==> src/rtl/kvaz_pkg.sv <==
// Shared types and constants for the kvaz RAM-disk SDRAM bridge.
package kvaz_pkg;

    typedef enum logic [1:0] {
        ST_IDLE,
        ST_REQ,
        ST_DONE
    } state_e;

    localparam int SDRAM_AW = 19;
    localparam int PAGE_W   = 3;

    localparam logic [7:0] RDATA_DEFAULT = 8'hFF;

    // Watchdog counter width: wide enough for the limit, never narrower than 8 bits.
    function automatic int unsigned wd_width(input int unsigned cycles);
        int unsigned w;
        w = $clog2(cycles + 1);
        return (w < 8) ? 8 : w;
    endfunction

endpackage

==> src/rtl/kvaz_sdram_bridge_if.sv <==
// SDRAM controller request port: level req held until a one-cycle ack.
interface kvaz_sdram_bridge_if;
    import kvaz_pkg::*;

    logic                sdram_req;
    logic                sdram_we;
    logic [SDRAM_AW-1:0] sdram_addr;
    logic [7:0]          sdram_wdata;
    logic                sdram_ack;
    logic [7:0]          sdram_rdata;

    modport master (
        output sdram_req, sdram_we, sdram_addr, sdram_wdata,
        input  sdram_ack, sdram_rdata
    );

    modport slave (
        input  sdram_req, sdram_we, sdram_addr, sdram_wdata,
        output sdram_ack, sdram_rdata
    );

endinterface

==> src/rtl/kvaz_bridge_watchdog.sv <==
// REQ-state watchdog: counts cycles while run is high, flags the last allowed cycle.
// Only built with KVAZ_BRIDGE_TIMEOUT_EN defined.
`ifdef KVAZ_BRIDGE_TIMEOUT_EN
module kvaz_bridge_watchdog
    import kvaz_pkg::*;
#(
    parameter int unsigned TIMEOUT_CYCLES = 255
) (
    input  logic clk,
    input  logic reset,
    input  logic run,
    output logic expired
);
    localparam int CNT_W = int'(wd_width(TIMEOUT_CYCLES));

    logic [CNT_W-1:0] cnt_q, cnt_d;

    // Clearing whenever run is low means every REQ entry starts from zero.
    always_comb begin
        cnt_d = run ? cnt_q + 1'b1 : '0;
    end

    always_ff @(posedge clk) begin
        if (reset) cnt_q <= '0;
        else       cnt_q <= cnt_d;
    end

    assign expired = run && (cnt_q == CNT_W'(TIMEOUT_CYCLES - 1));

endmodule
`endif

==> src/rtl/kvaz_sdram_bridge.sv <==
// kvaz_sdram_bridge: turns one mapped CPU memory cycle into one SDRAM byte request.
// Optional KVAZ_BRIDGE_TIMEOUT_EN adds a watchdog that aborts a stalled request.
module kvaz_sdram_bridge
    import kvaz_pkg::*;
#(
    parameter int unsigned TIMEOUT_CYCLES = 255
) (
    input  logic              clk,
    input  logic              reset,
    input  logic              clke,
    input  logic [15:0]       address,
    input  logic [PAGE_W-1:0] bigram_addr,
    input  logic              blk_n,
    input  logic              memrd,
    input  logic              memwr,
    input  logic [7:0]        cpu_dout,
    output logic [7:0]        cpu_din,
    output logic              ready,
    output logic              kvaz_access,
    output logic              timeout_err,
    kvaz_sdram_bridge_if.master sdram
);
    state_e              state_q, state_d;
    logic [SDRAM_AW-1:0] addr_q, addr_d;
    logic                we_q, we_d;
    logic [7:0]          wdata_q, wdata_d;
    logic [7:0]          din_q, din_d;
    logic                kvaz_q, kvaz_d;
    logic                terr_q, terr_d;
    logic                expired;

`ifdef KVAZ_BRIDGE_TIMEOUT_EN
    kvaz_bridge_watchdog #(
        .TIMEOUT_CYCLES(TIMEOUT_CYCLES)
    ) u_watchdog (
        .clk    (clk),
        .reset  (reset),
        .run    (state_q == ST_REQ),
        .expired(expired)
    );
`else
    assign expired = 1'b0;
`endif

    always_comb begin
        // NOTE: every _d takes its hold value first so no path leaves a latch behind.
        state_d = state_q;
        addr_d  = addr_q;
        we_d    = we_q;
        wdata_d = wdata_q;
        din_d   = din_q;
        kvaz_d  = kvaz_q;
        terr_d  = 1'b0;
        case (state_q)
            ST_IDLE: begin
                if (clke && (memrd || memwr)) begin
                    addr_d  = {bigram_addr, address};
                    we_d    = memwr;
                    wdata_d = cpu_dout;
                    kvaz_d  = ~blk_n;
                    state_d = ST_REQ;
                end
            end
            ST_REQ: begin
                // A simultaneous ack beats the watchdog.
                if (sdram.sdram_ack) begin
                    if (!we_q) din_d = sdram.sdram_rdata;
                    state_d = ST_DONE;
                end else if (expired) begin
                    if (!we_q) din_d = RDATA_DEFAULT;
                    terr_d  = 1'b1;
                    state_d = ST_DONE;
                end
            end
            ST_DONE: begin
                // Wait for the CPU strobe to end so one strobe yields one request.
                if (clke && !memrd && !memwr) state_d = ST_IDLE;
            end
            default: state_d = ST_IDLE;
        endcase
    end

    always_ff @(posedge clk) begin
        // NOTE: registers use non-blocking assignments; reset is synchronous to clk.
        if (reset) begin
            state_q <= ST_IDLE;
            addr_q  <= '0;
            we_q    <= 1'b0;
            wdata_q <= '0;
            din_q   <= RDATA_DEFAULT;
            kvaz_q  <= 1'b0;
            terr_q  <= 1'b0;
        end else begin
            state_q <= state_d;
            addr_q  <= addr_d;
            we_q    <= we_d;
            wdata_q <= wdata_d;
            din_q   <= din_d;
            kvaz_q  <= kvaz_d;
            terr_q  <= terr_d;
        end
    end

    assign sdram.sdram_req   = (state_q == ST_REQ);
    assign sdram.sdram_we    = we_q;
    assign sdram.sdram_addr  = addr_q;
    assign sdram.sdram_wdata = wdata_q;
    assign ready             = (state_q != ST_REQ);
    assign cpu_din           = din_q;
    assign kvaz_access       = kvaz_q;
    assign timeout_err       = terr_q;

endmodule
==> src/flat_wrapper.sv <==
// flat-port wrapper written by rule: the top's interface ports become plain ports
module kvaz_sdram_bridge_flat import kvaz_pkg::*;
#(
    parameter int unsigned TIMEOUT_CYCLES = 255
)
  (clk, reset, clke, address, bigram_addr, blk_n, memrd, memwr, cpu_dout, cpu_din, ready, kvaz_access, timeout_err, sdram_sdram_req, sdram_sdram_we, sdram_sdram_addr, sdram_sdram_wdata, sdram_sdram_ack, sdram_sdram_rdata);
  kvaz_sdram_bridge_if sdram_i ();
  input  logic clk;
  input  logic reset;
  input  logic clke;
  input  logic [15:0] address;
  input  logic [PAGE_W-1:0] bigram_addr;
  input  logic blk_n;
  input  logic memrd;
  input  logic memwr;
  input  logic [7:0] cpu_dout;
  output logic [7:0] cpu_din;
  output logic ready;
  output logic kvaz_access;
  output logic timeout_err;
  output wire logic [$bits(sdram_i.sdram_req)-1:0] sdram_sdram_req;
  output wire logic [$bits(sdram_i.sdram_we)-1:0] sdram_sdram_we;
  output wire logic [$bits(sdram_i.sdram_addr)-1:0] sdram_sdram_addr;
  output wire logic [$bits(sdram_i.sdram_wdata)-1:0] sdram_sdram_wdata;
  input wire logic [$bits(sdram_i.sdram_ack)-1:0] sdram_sdram_ack;
  input wire logic [$bits(sdram_i.sdram_rdata)-1:0] sdram_sdram_rdata;
  assign sdram_sdram_req = sdram_i.sdram_req;
  assign sdram_sdram_we = sdram_i.sdram_we;
  assign sdram_sdram_addr = sdram_i.sdram_addr;
  assign sdram_sdram_wdata = sdram_i.sdram_wdata;
  assign sdram_i.sdram_ack = sdram_sdram_ack;
  assign sdram_i.sdram_rdata = sdram_sdram_rdata;
  kvaz_sdram_bridge #(.TIMEOUT_CYCLES(TIMEOUT_CYCLES)) u_core (.clk(clk), .reset(reset), .clke(clke), .address(address), .bigram_addr(bigram_addr), .blk_n(blk_n), .memrd(memrd), .memwr(memwr), .cpu_dout(cpu_dout), .cpu_din(cpu_din), .ready(ready), .kvaz_access(kvaz_access), .timeout_err(timeout_err), .sdram(sdram_i));
endmodule
==> config.mk <==
export PLATFORM = sky130hd
export DESIGN_NAME = kvaz_sdram_bridge_flat
export DESIGN_NICKNAME = d
export VERILOG_FILES = /design/src/rtl/kvaz_pkg.sv /design/src/rtl/kvaz_sdram_bridge_if.sv /design/src/rtl/kvaz_bridge_watchdog.sv /design/src/rtl/kvaz_sdram_bridge.sv /design/src/flat_wrapper.sv
export SDC_FILE = /design/constraint.sdc
export NUM_CORES = 1
export LEC_CHECK = 0
export CAP_MARGIN = 30
export CORE_MARGIN = 4
export CORE_UTILIZATION = 41
export CTS_CLUSTER_SIZE = 10
export DETAILED_ROUTE_END_ITERATION = 7
export GPL_TIMING_DRIVEN = 0
export PLACE_DENSITY_LB_ADDON = 0.2
export SLEW_MARGIN = 20
export SYNTH_ARGS = -nofsm -noshare
export SYNTH_HDL_FRONTEND = slang
export SYNTH_SLANG_ARGS = --single-unit
export TNS_END_PERCENT = 5
==> constraint.sdc <==
create_clock -name clk -period 4 [get_ports clk]
set_input_delay 0.4 -clock clk [delete_from_list [all_inputs] [get_ports clk]]
set_output_delay 0.4 -clock clk [all_outputs]
set_load 0.01 [all_outputs]
==> results of run 1 <==
## sequential cells by signal, indices dropped and copies added, names as in the netlist
signal	count
u_core.state_q	2
u_core.cpu_din	8
u_core.sdram.sdram_addr	19
u_core.kvaz_access	1
u_core.sdram.sdram_wdata	8
u_core.sdram.sdram_we	1
## critical path, cell delays in order (launching register included)
cell,delay [ns]
dfxtp_1,0.41
nor2b_1,0.29
clkdlybuf4s50_1,0.59
## logic make-up (layout without fill, tap and decap cells)
family | Yosys count | in the layout | share of synthesized area, %
AOI/OAI and AO/OA | 10 | 10 | 5.01
buffers and inverters | 13 | 100 | 5.01
DFF | 39 | 39 | 44.7
muxes | 29 | 29 | 16.9
other | 1 | 1 | 0.215
and+or+nand+nor | 74 | 74 | 28.2
## placed cells by master (no fill, tap or decap)
cell type | Yosys | routed
clkdlybuf4s50_1 | 0 | 79
nand2b_1 | 56 | 56
dfxtp_1 | 39 | 39
mux2i_1 | 28 | 28
nor2b_1 | 9 | 9
a211o_1 | 8 | 8
clkbuf_1 | 6 | 7
clkbuf_8 | 0 | 7
nor2_1 | 3 | 3
buf_6 | 3 | 3
nor2b_2 | 2 | 2
inv_1 | 1 | 1
nor4b_4 | 1 | 1
buf_2 | 1 | 1
o21ba_1 | 1 | 1
and4bb_4 | 1 | 1
buf_8 | 1 | 1
or3b_2 | 1 | 1
and2b_2 | 1 | 1
a22oi_1 | 1 | 1
mux2_4 | 1 | 1
buf_4 | 1 | 1
conb_1 | 1 | 1
## per-layer routing
metal  vias to the layer above  wire length [um]
li1                        714                 -
met2                        42              1960
met1                       647              1710
met5                         -                 0
met3                         5               360
met4                         0                42
## power by group through the flow
stage	combinational, mW	sequential (mW)	clock [mW]
4_1_cts	0.204	0.430	0.295
6_report	0.201	0.429	0.284
5_1_grt	0.217	0.433	0.310
3_5_place_dp	0.203	0.438	0
2_1_floorplan	0.0820	0.450	0
3_3_place_gp	0.201	0.437	0
## worst paths after layout
kind,startpoint,end
max,u_core.state_q[0]$_SDFFE_PP0P_,sdram_sdram_req
min,u_core.sdram.sdram_addr[5]$_SDFFE_PP0P_,u_core.sdram.sdram_addr[5]$_SDFFE_PP0P_
max reg2reg,u_core.state_q[1]$_SDFFE_PP0P_,u_core.kvaz_access$_SDFFE_PP0P_
min reg2reg,u_core.sdram.sdram_addr[5]$_SDFFE_PP0P_,u_core.sdram.sdram_addr[5]$_SDFFE_PP0P_
## final cells by class
| cell class | count | area [sq um] | area share [%] |
|---|---|---|---|
| sequential | 39 | 781 | 28.9 |
| inverter | 1 | 3.75 | 0.139 |
| tap | 50 | 62.6 | 2.32 |
| timing repair buffer | 79 | 791 | 29.3 |
| multi-input combinational | 114 | 880 | 32.6 |
| buffer | 12 | 83.8 | 3.10 |
| clock buffer | 8 | 100 | 3.71 |
## per-stage QoR
step	area, sq um	cells	power, mW	util, %
5_1_grt	2700	303	0.960	66.6
2_1_floorplan	1750	166	0.532	-
3_3_place_gp	2600	295	0.638	64.1
3_5_place_dp	2600	295	0.641	64.1
4_1_cts	2700	303	0.929	66.6
6_report	2700	303	0.914	66.6
==> flow_summary.ini, run 1 <==
[critical_path]
reg2reg_setup_slack_ns = 2.62
ff2ff_path_depth = 3
cp_data_required_time_ns = 3.60
critPathMaxFanout = 4
crit_type = flop to output port
crit_arrival_ns = 1.57
cp-start-kind = flop
endpoint_kind = output port

[power]
clockPowerShare_pct = 31.1
p_switching_uw = 214
p_int_uw = 701
seqPwrFrac_pct = 46.9
p_sw_share_pct = 23.4
comb_power_share_pct = 22.0
powerDensity_mw_per_mm2 = 338
ir_drop_mv = 0.216
p_leak_nw = 1.03

[synth]
synth_top_area_share_pct = 44.7
syn_nets = 208
synth_flop_cell = dfxtp_1
synth_edf_count = 0
seq_area_frac_synth_pct = 44.7
synth_cell_type_count = 21
syn_inst = 166
synth-seq-cells = 39
synth_async_sr_flop_share_pct = 0
synthTopCellsByCount = 56 x nand2b_1, 39 x dfxtp_1, 28 x mux2i_1
syn_area_per_cell_sq_um = 10.5
yosys_warnings = 0
yosysMostFrequentCell = nand2b_1
synth_area_leaders = dfxtp_1 45%, nand2b_1 20%, mux2i_1 16%, a211o_1 4.0%, nor2b_1 3.2%
syn-cell-area_sq_mm = 0.00175
synth_top_area_cell = dfxtp_1

[drt]
avgViaCountPerCell = 4.65
ant_nets = 0
dr.first_iter.drc_count = 34
vias = 1408
drtPass1Iterations = 4
totalWireLength_um = 4070
drc = 0
wl_per_cell_um = 13.4

[floorplan]
die_area_sq_mm = 0.00537
fp.dieH_um = 73.3
die_w_um = 73.3
core_area_sq_mm = 0.00406
rows = 23
io_pins = 82
start_util_pct = 43.1

[clock_network]
cts_tree = built
cts_made_buffers = 5
cts_resized = 0
ctsHtreeMaxLevel = 2
clk_latency_ns = 0.28
cts_setup_buffers = 0
path_clk_slew_ns = 0.07
clockBufferDepth = 2
cts_sinks = 39
hold_buffers = 0
clockRootBuffer = clkbuf_8

[placed_design]
gp_congestion = 0.671
port_buffers = 79
hpwl_um = 3070
place_worst_setup_slack_ns = 2.03

[cells_and_area]
diodes = 0
syn2layout_area_growth_pct = 54.5
drive_gt1_share_pct = 7.91
layout.nets = 294
fillers = 353

[global_route]
met2_usage_pct = 27.0
grt_use_met1_pct = 19.0
antenna_found_initial = 0
top_usage_layer = met2
gr-total-overflow = 0
grt_max_degree = 12
grt_pass1_vias = 1413
grt_pass1_wl_um = 6580
grt_usage_pct = 15.8
grt_use_met3_pct = 5.34

[sta]
rsz0062_at_grt = false
skew_ns = 0.00381
fmax_mhz = 509
setup_ws_ns = 2.03
hold_violations = 0
hold_ws_ns = 0.473
period_share_pct = 49.1
finalCriticalPeriod_ns = 1.97
finalSetupViolCount = 0
tns_ns = 0
slew_violations = 0

[worst_hold_path]
whs_path_depth = 2
hold_class = flop to flop

[outcome]
status = finished clean

[flow_run]
drv_cap = 0
No activity file was read; power rests on OpenSTA's default activity.
==> inputs of run 2 (changes only) <==
==> constraint.sdc (replaced) <==
create_clock -name clk -period 1.85 [get_ports clk]
set_input_delay 0.185 -clock clk [delete_from_list [all_inputs] [get_ports clk]]
set_output_delay 0.185 -clock clk [all_outputs]
set_load 0.01 [all_outputs]
==> run 2 against run 1 <==
  * Clock skew unchanged
  * Count of clock-buffer cells in the layout unchanged
  * Flip-flop and latch count unchanged
  * Design area about the same
  * Die area unchanged
  * Worst hold slack worse by 0.17 ns
  * Final cell count unchanged
  * Global-route usage unchanged
  * Critical path depth unchanged
  * Register-to-register slack worse by 2.2 ns
  * Clock power up 120%
==> flow_summary.ini, run 2 (synthesis gave the netlist of run 1 again) <==
[global_route]
grt_usage_pct = 15.8
grt_max_degree = 12
grt_pass1_wl_um = 6580
grt_pass1_vias = 1413
gr-total-overflow = 0
antenna_found_initial = 0

[floorplan]
die_area_sq_mm = 0.00537
start_util_pct = 43.1
rows = 23
io_pins = 82
fp.dieH_um = 73.3
core_area_sq_mm = 0.00406
die_w_um = 73.3

[power]
finalPower_mw = 1.98
ir_drop_mv = 0.467
powerDensity_mw_per_mm2 = 731
p_leak_nw = 1.03

[sta]
setup_ws_ns = 0.183
rsz0062_at_grt = false
period_share_pct = 90.1
slew_violations = 0
hold_violations = 0
finalSetupViolCount = 0
skew_ns = 0.00381
finalCriticalPeriod_ns = 1.67
tns_ns = 0
fmax_mhz = 600

[critical_path]
cp_data_required_time_ns = 1.66
ff2ff_path_depth = 3
crit_type = flop to output port
slowest_stage = clkdlybuf4s50_1
cp_slowest_stage_delay_ns = 0.57
crit_arrival_ns = 1.48
critPathMaxFanout = 4
path_cells = nor2b_2 > clkdlybuf4s50_1
cp-start-kind = flop
endpoint_kind = output port

[outcome]
status = finished clean

[flow_run]
drv_cap = 0

[cells_and_area]
largest_register_ffs = 19
layout.nets = 294
final_common_cell = clkdlybuf4s50_1
diodes = 0
drive_gt1_share_pct = 8.30
most-common-layout-cells = 79 x clkdlybuf4s50_1, 56 x nand2b_1, 39 x dfxtp_1, 28 x mux2i_1
syn2layout_area_growth_pct = 54.7

[clock_network]
clockBufferDepth = 2
cts_tree = built
clockRootBuffer = clkbuf_8
cts_made_buffers = 5
path_clk_slew_ns = 0.07
clk_latency_ns = 0.28
cts_setup_buffers = 0
ctsHtreeMaxLevel = 2
cts_sinks = 39

[drt]
drc = 0
vias = 1407
drtPass1Iterations = 4
totalWireLength_um = 4070
wl_per_cell_um = 13.4
ant_nets = 0
avgViaCountPerCell = 4.64
dr.first_iter.drc_count = 32

[worst_hold_path]
whs_path_depth = 3
hold_class = input port to flop

[placed_design]
gp_congestion = 0.671
hpwl_um = 3070
port_buffers = 79
place_worst_setup_slack_ns = 0.0949
run 2: final cells by class:
class	instances	area (sq um)
Fill cell	353	1350
Inverter	1	3.75
Sequential cell	39	781
Clock buffer	8	100
Buffer	12	83.8
Timing Repair Buffer	79	791
Tap cell	50	62.6
Multi-Input combinational cell	114	882
run 2: repair_timing:
action | CTS | global route
hold buffers | 0 | 0
setup endpoints to repair | 0 | 1
resized for setup | 0 | 1
hold endpoints to repair | 0 | 0
run 2: where the power goes:
group	internal (mW)	switching, mW	total, mW	leakage (nW)
clock	0.340	0.274	0.614	0.0515
combinational	0.278	0.157	0.435	0.657
sequential	0.898	0.0306	0.928	0.320
run 2: worst paths after layout:
| path | slack [ns] | endpoint | from |
|---|---|---|---|
| min reg2reg | 0.47 | u_core.sdram.sdram_addr[5]$_SDFFE_PP0P_ | u_core.sdram.sdram_addr[5]$_SDFFE_PP0P_ |
| max | 0.18 | sdram_sdram_req | u_core.state_q[0]$_SDFFE_PP0P_ |
| max reg2reg | 0.46 | u_core.kvaz_access$_SDFFE_PP0P_ | u_core.state_q[1]$_SDFFE_PP0P_ |
| min | 0.30 | u_core.sdram.sdram_addr[9]$_SDFFE_PP0P_ | reset |
run 2: per-layer routing:
layer	part of all wire, %	wire [um]	vias up	global-route usage [%]
met4	1.0	42	0	4.23
met2	48	1960	42	27.0
met3	8.8	360	5	5.34
met5	0	0	-	0
li1	-	-	714	-
met1	42	1710	646	19.0
run 2: critical path, delay by kind of cell, from the launching register on:
kind / cells / cell delay, ns
buffers and inverters: 1 / 0.57
flip-flops: 1 / 0.40
AND/OR/NAND/NOR: 1 / 0.24
run 2: metrics by stage:
stage	utilization, %	hold slack (ns)	cells	area (sq um)
floorplan	-	0.303	166	1750
global placement	64.1	0.458	295	2600
detailed placement	64.1	0.462	295	2600
CTS	66.6	0.296	303	2700
global route	66.6	0.321	303	2700
finish	66.6	0.300	303	2700
==> inputs of run 3 (changes only) <==
--- a/config.mk
+++ b/config.mk
@@ -8,10 +8,10 @@
 export CAP_MARGIN = 30
 export CORE_MARGIN = 4
 export CORE_UTILIZATION = 41
-export CTS_CLUSTER_SIZE = 10
 export DETAILED_ROUTE_END_ITERATION = 7
 export GPL_TIMING_DRIVEN = 0
 export PLACE_DENSITY_LB_ADDON = 0.2
+export REMOVE_ABC_BUFFERS = 1
 export SLEW_MARGIN = 20
 export SYNTH_ARGS = -nofsm -noshare
 export SYNTH_HDL_FRONTEND = slang
==> run 3 against run 2 <==
  * Sequential power barely moved
  * Clock skew rose by 0.0024 ns
  * Final cell count fell by 2.3%
  * Non-clock buffer count fell by 7
  * Fmax fell by 1.5%
  * Critical path type unchanged
  * Largest cell class unchanged
==> flow_summary.ini, run 3 (synthesis gave the netlist of run 1 again) <==
[critical_path]
critPathMaxFanout = 4
ff2ff_path_depth = 3
crit_type = flop to output port
path_depth = 2
startpoint = u_core.state_q[0]$_SDFFE_PP0P_
timing.critical_path.buf_inv = 1
slowest_stage = clkdlybuf4s50_1
crit_path_end = sdram_sdram_req
cp_data_required_time_ns = 1.66
cp_top_family = buffers and inverters
crit_arrival_ns = 1.51
endpoint_kind = output port
reg2reg_setup_slack_ns = 0.31
rr_endpoint = u_core.kvaz_access$_SDFFE_PP0P_
r2r_start = u_core.state_q[1]$_SDFFE_PP0P_
cp_slowest_stage_delay_ns = 0.57
cp-start-kind = flop
path_cells = nor2b_2 > clkdlybuf4s50_1

[worst_hold_path]
whs_path_depth = 2
hold_class = input port to flop

[clock_network]
cts_tree = built
cts_made_buffers = 5
cts_sinks = 39
clk_latency_ns = 0.28
path_clk_slew_ns = 0.07
cts_setup_buffers = 0
clockBufferDepth = 2
ctsHtreeMaxLevel = 2
hold_buffers = 0
clockRootBuffer = clkbuf_8

[global_route]
grt_max_degree = 40
grt_pass1_vias = 1420
grt_usage_pct = 14.2
gr-total-overflow = 0
grt_pass1_wl_um = 6020
antenna_found_initial = 0

[floorplan]
core_area_sq_mm = 0.00406
die_area_sq_mm = 0.00537
die_w_um = 73.3
rows = 23
start_util_pct = 43.1
io_pins = 82
fp.dieH_um = 73.3

[sta]
fmax_mhz = 591
slew_violations = 0
skew_ns = 0.00624
rsz0062_at_grt = false
slew_headroom_pct = 66.0
worstMarginPinSlew_ns = 0.508
finalCriticalPeriod_ns = 1.69
period_share_pct = 91.5
hold_violations = 0
finalSetupViolCount = 0

[drt]
vias = 1372
drc = 0
drtPass1Iterations = 2
wl_per_cell_um = 12.4
avgViaCountPerCell = 4.64
ant_nets = 0
dr.first_iter.drc_count = 53
totalWireLength_um = 3660

[cells_and_area]
layout.nets = 287
diodes = 0
final_common_cell = clkdlybuf4s50_1
largest_register_ffs = 19
design_area_sq_mm = 0.00266
most-common-layout-cells = 79 x clkdlybuf4s50_1, 56 x nand2b_1, 39 x dfxtp_1, 28 x mux2i_1
drive_gt1_share_pct = 7.72
final_util_pct = 65.6
syn2layout_area_growth_pct = 52.4
fillers = 346

[power]
clockPowerShare_pct = 28.4
p_int_mw = 1.44
powerDensity_mw_per_mm2 = 710
ir_drop_mv = 0.428
p_leak_nw = 1.01
p_sw_share_pct = 24.0
comb_power_share_pct = 22.6
seqPwrFrac_pct = 49.0
p_switching_uw = 455

[outcome]
status = finished clean

[placed_design]
hpwl_um = 2820
dpl_cell_area_sq_mm = 0.00258
gp_congestion = 0.652
port_buffers = 80

[flow_run]
drv_cap = 0
-- run 3: cell types whose count changed in the layout (fill, tap and decap cells not counted) --
| cell | delta |
|---|---|
| clkbuf_1 | -5 |
| clkbuf_8 | -2 |
| buf_16 | +1 |
| buf_6 | -1 |
| buf_8 | -1 |
| clkinv_2 | +1 |
-- run 3: repair_timing --
| item | CTS | global route |
|---|---|---|
| setup endpoints to repair | 0 | 2 |
| endpoints found under the hold margin | 0 | 0 |
| resized for setup | 0 | 1 |
-- run 3: worst min-delay path by stage --
| stage | start | end | slack [ns] |
|---|---|---|---|
| detailed placement | u_core.sdram.sdram_addr[15]$_SDFFE_PP0P_ | u_core.sdram.sdram_addr[15]$_SDFFE_PP0P_ | 0.46 |
| finish | reset | u_core.state_q[1]$_SDFFE_PP0P_ | 0.34 |
| CTS | reset | u_core.state_q[1]$_SDFFE_PP0P_ | 0.35 |
| global route | reset | u_core.state_q[1]$_SDFFE_PP0P_ | 0.38 |
| global placement | u_core.sdram.sdram_addr[9]$_SDFFE_PP0P_ | u_core.sdram.sdram_addr[9]$_SDFFE_PP0P_ | 0.46 |
| floorplan | reset | u_core.state_q[1]$_SDFFE_PP0P_ | 0.26 |
-- run 3: through the flow --
stage | total power [mW] | setup TNS (ns) | hold slack, ns | cells | setup WS, ns
finish | 1.89 | 0 | 0.339 | 296 | 0.157
global route | 2.00 | 0 | 0.380 | 296 | 0.0589
CTS | 1.93 | 0 | 0.345 | 296 | 0.0495
detailed placement | 1.38 | -0.0677 | 0.463 | 288 | -0.0677
global placement | 1.36 | -39.03 | 0.459 | 284 | -1.25
floorplan | 1.12 | -9.54 | 0.257 | 154 | -0.434
-- run 3: layout make-up --
cell class	count	area [sq um]	share of cell area [%]
inverters	1	3.75	0.141
multi-input cells	114	882	33.1
well taps	50	62.6	2.35
repair buffers	84	853	32.0
clock buffers	7	76.3	2.87
clock inverters	1	5.00	0.188
flip-flops and latches	39	781	29.3
-- run 3: power groups by stage --
stage               clock [mW]  combinational (mW)  sequential [mW]
CTS                      0.564               0.434            0.928
global route             0.605               0.462            0.935
finish                   0.538               0.427            0.928
global placement             0               0.418            0.945
detailed placement           0               0.432            0.947
floorplan                    0               0.152            0.972
-- run 3: per-layer routing --
layer	GRT usage [%]	vias up	routed length, um
li1	-	701	-
met1	15.3	621	1490
met2	24.4	48	1740
met3	7.52	2	407
met4	3.62	0	17
met5	0	-	0
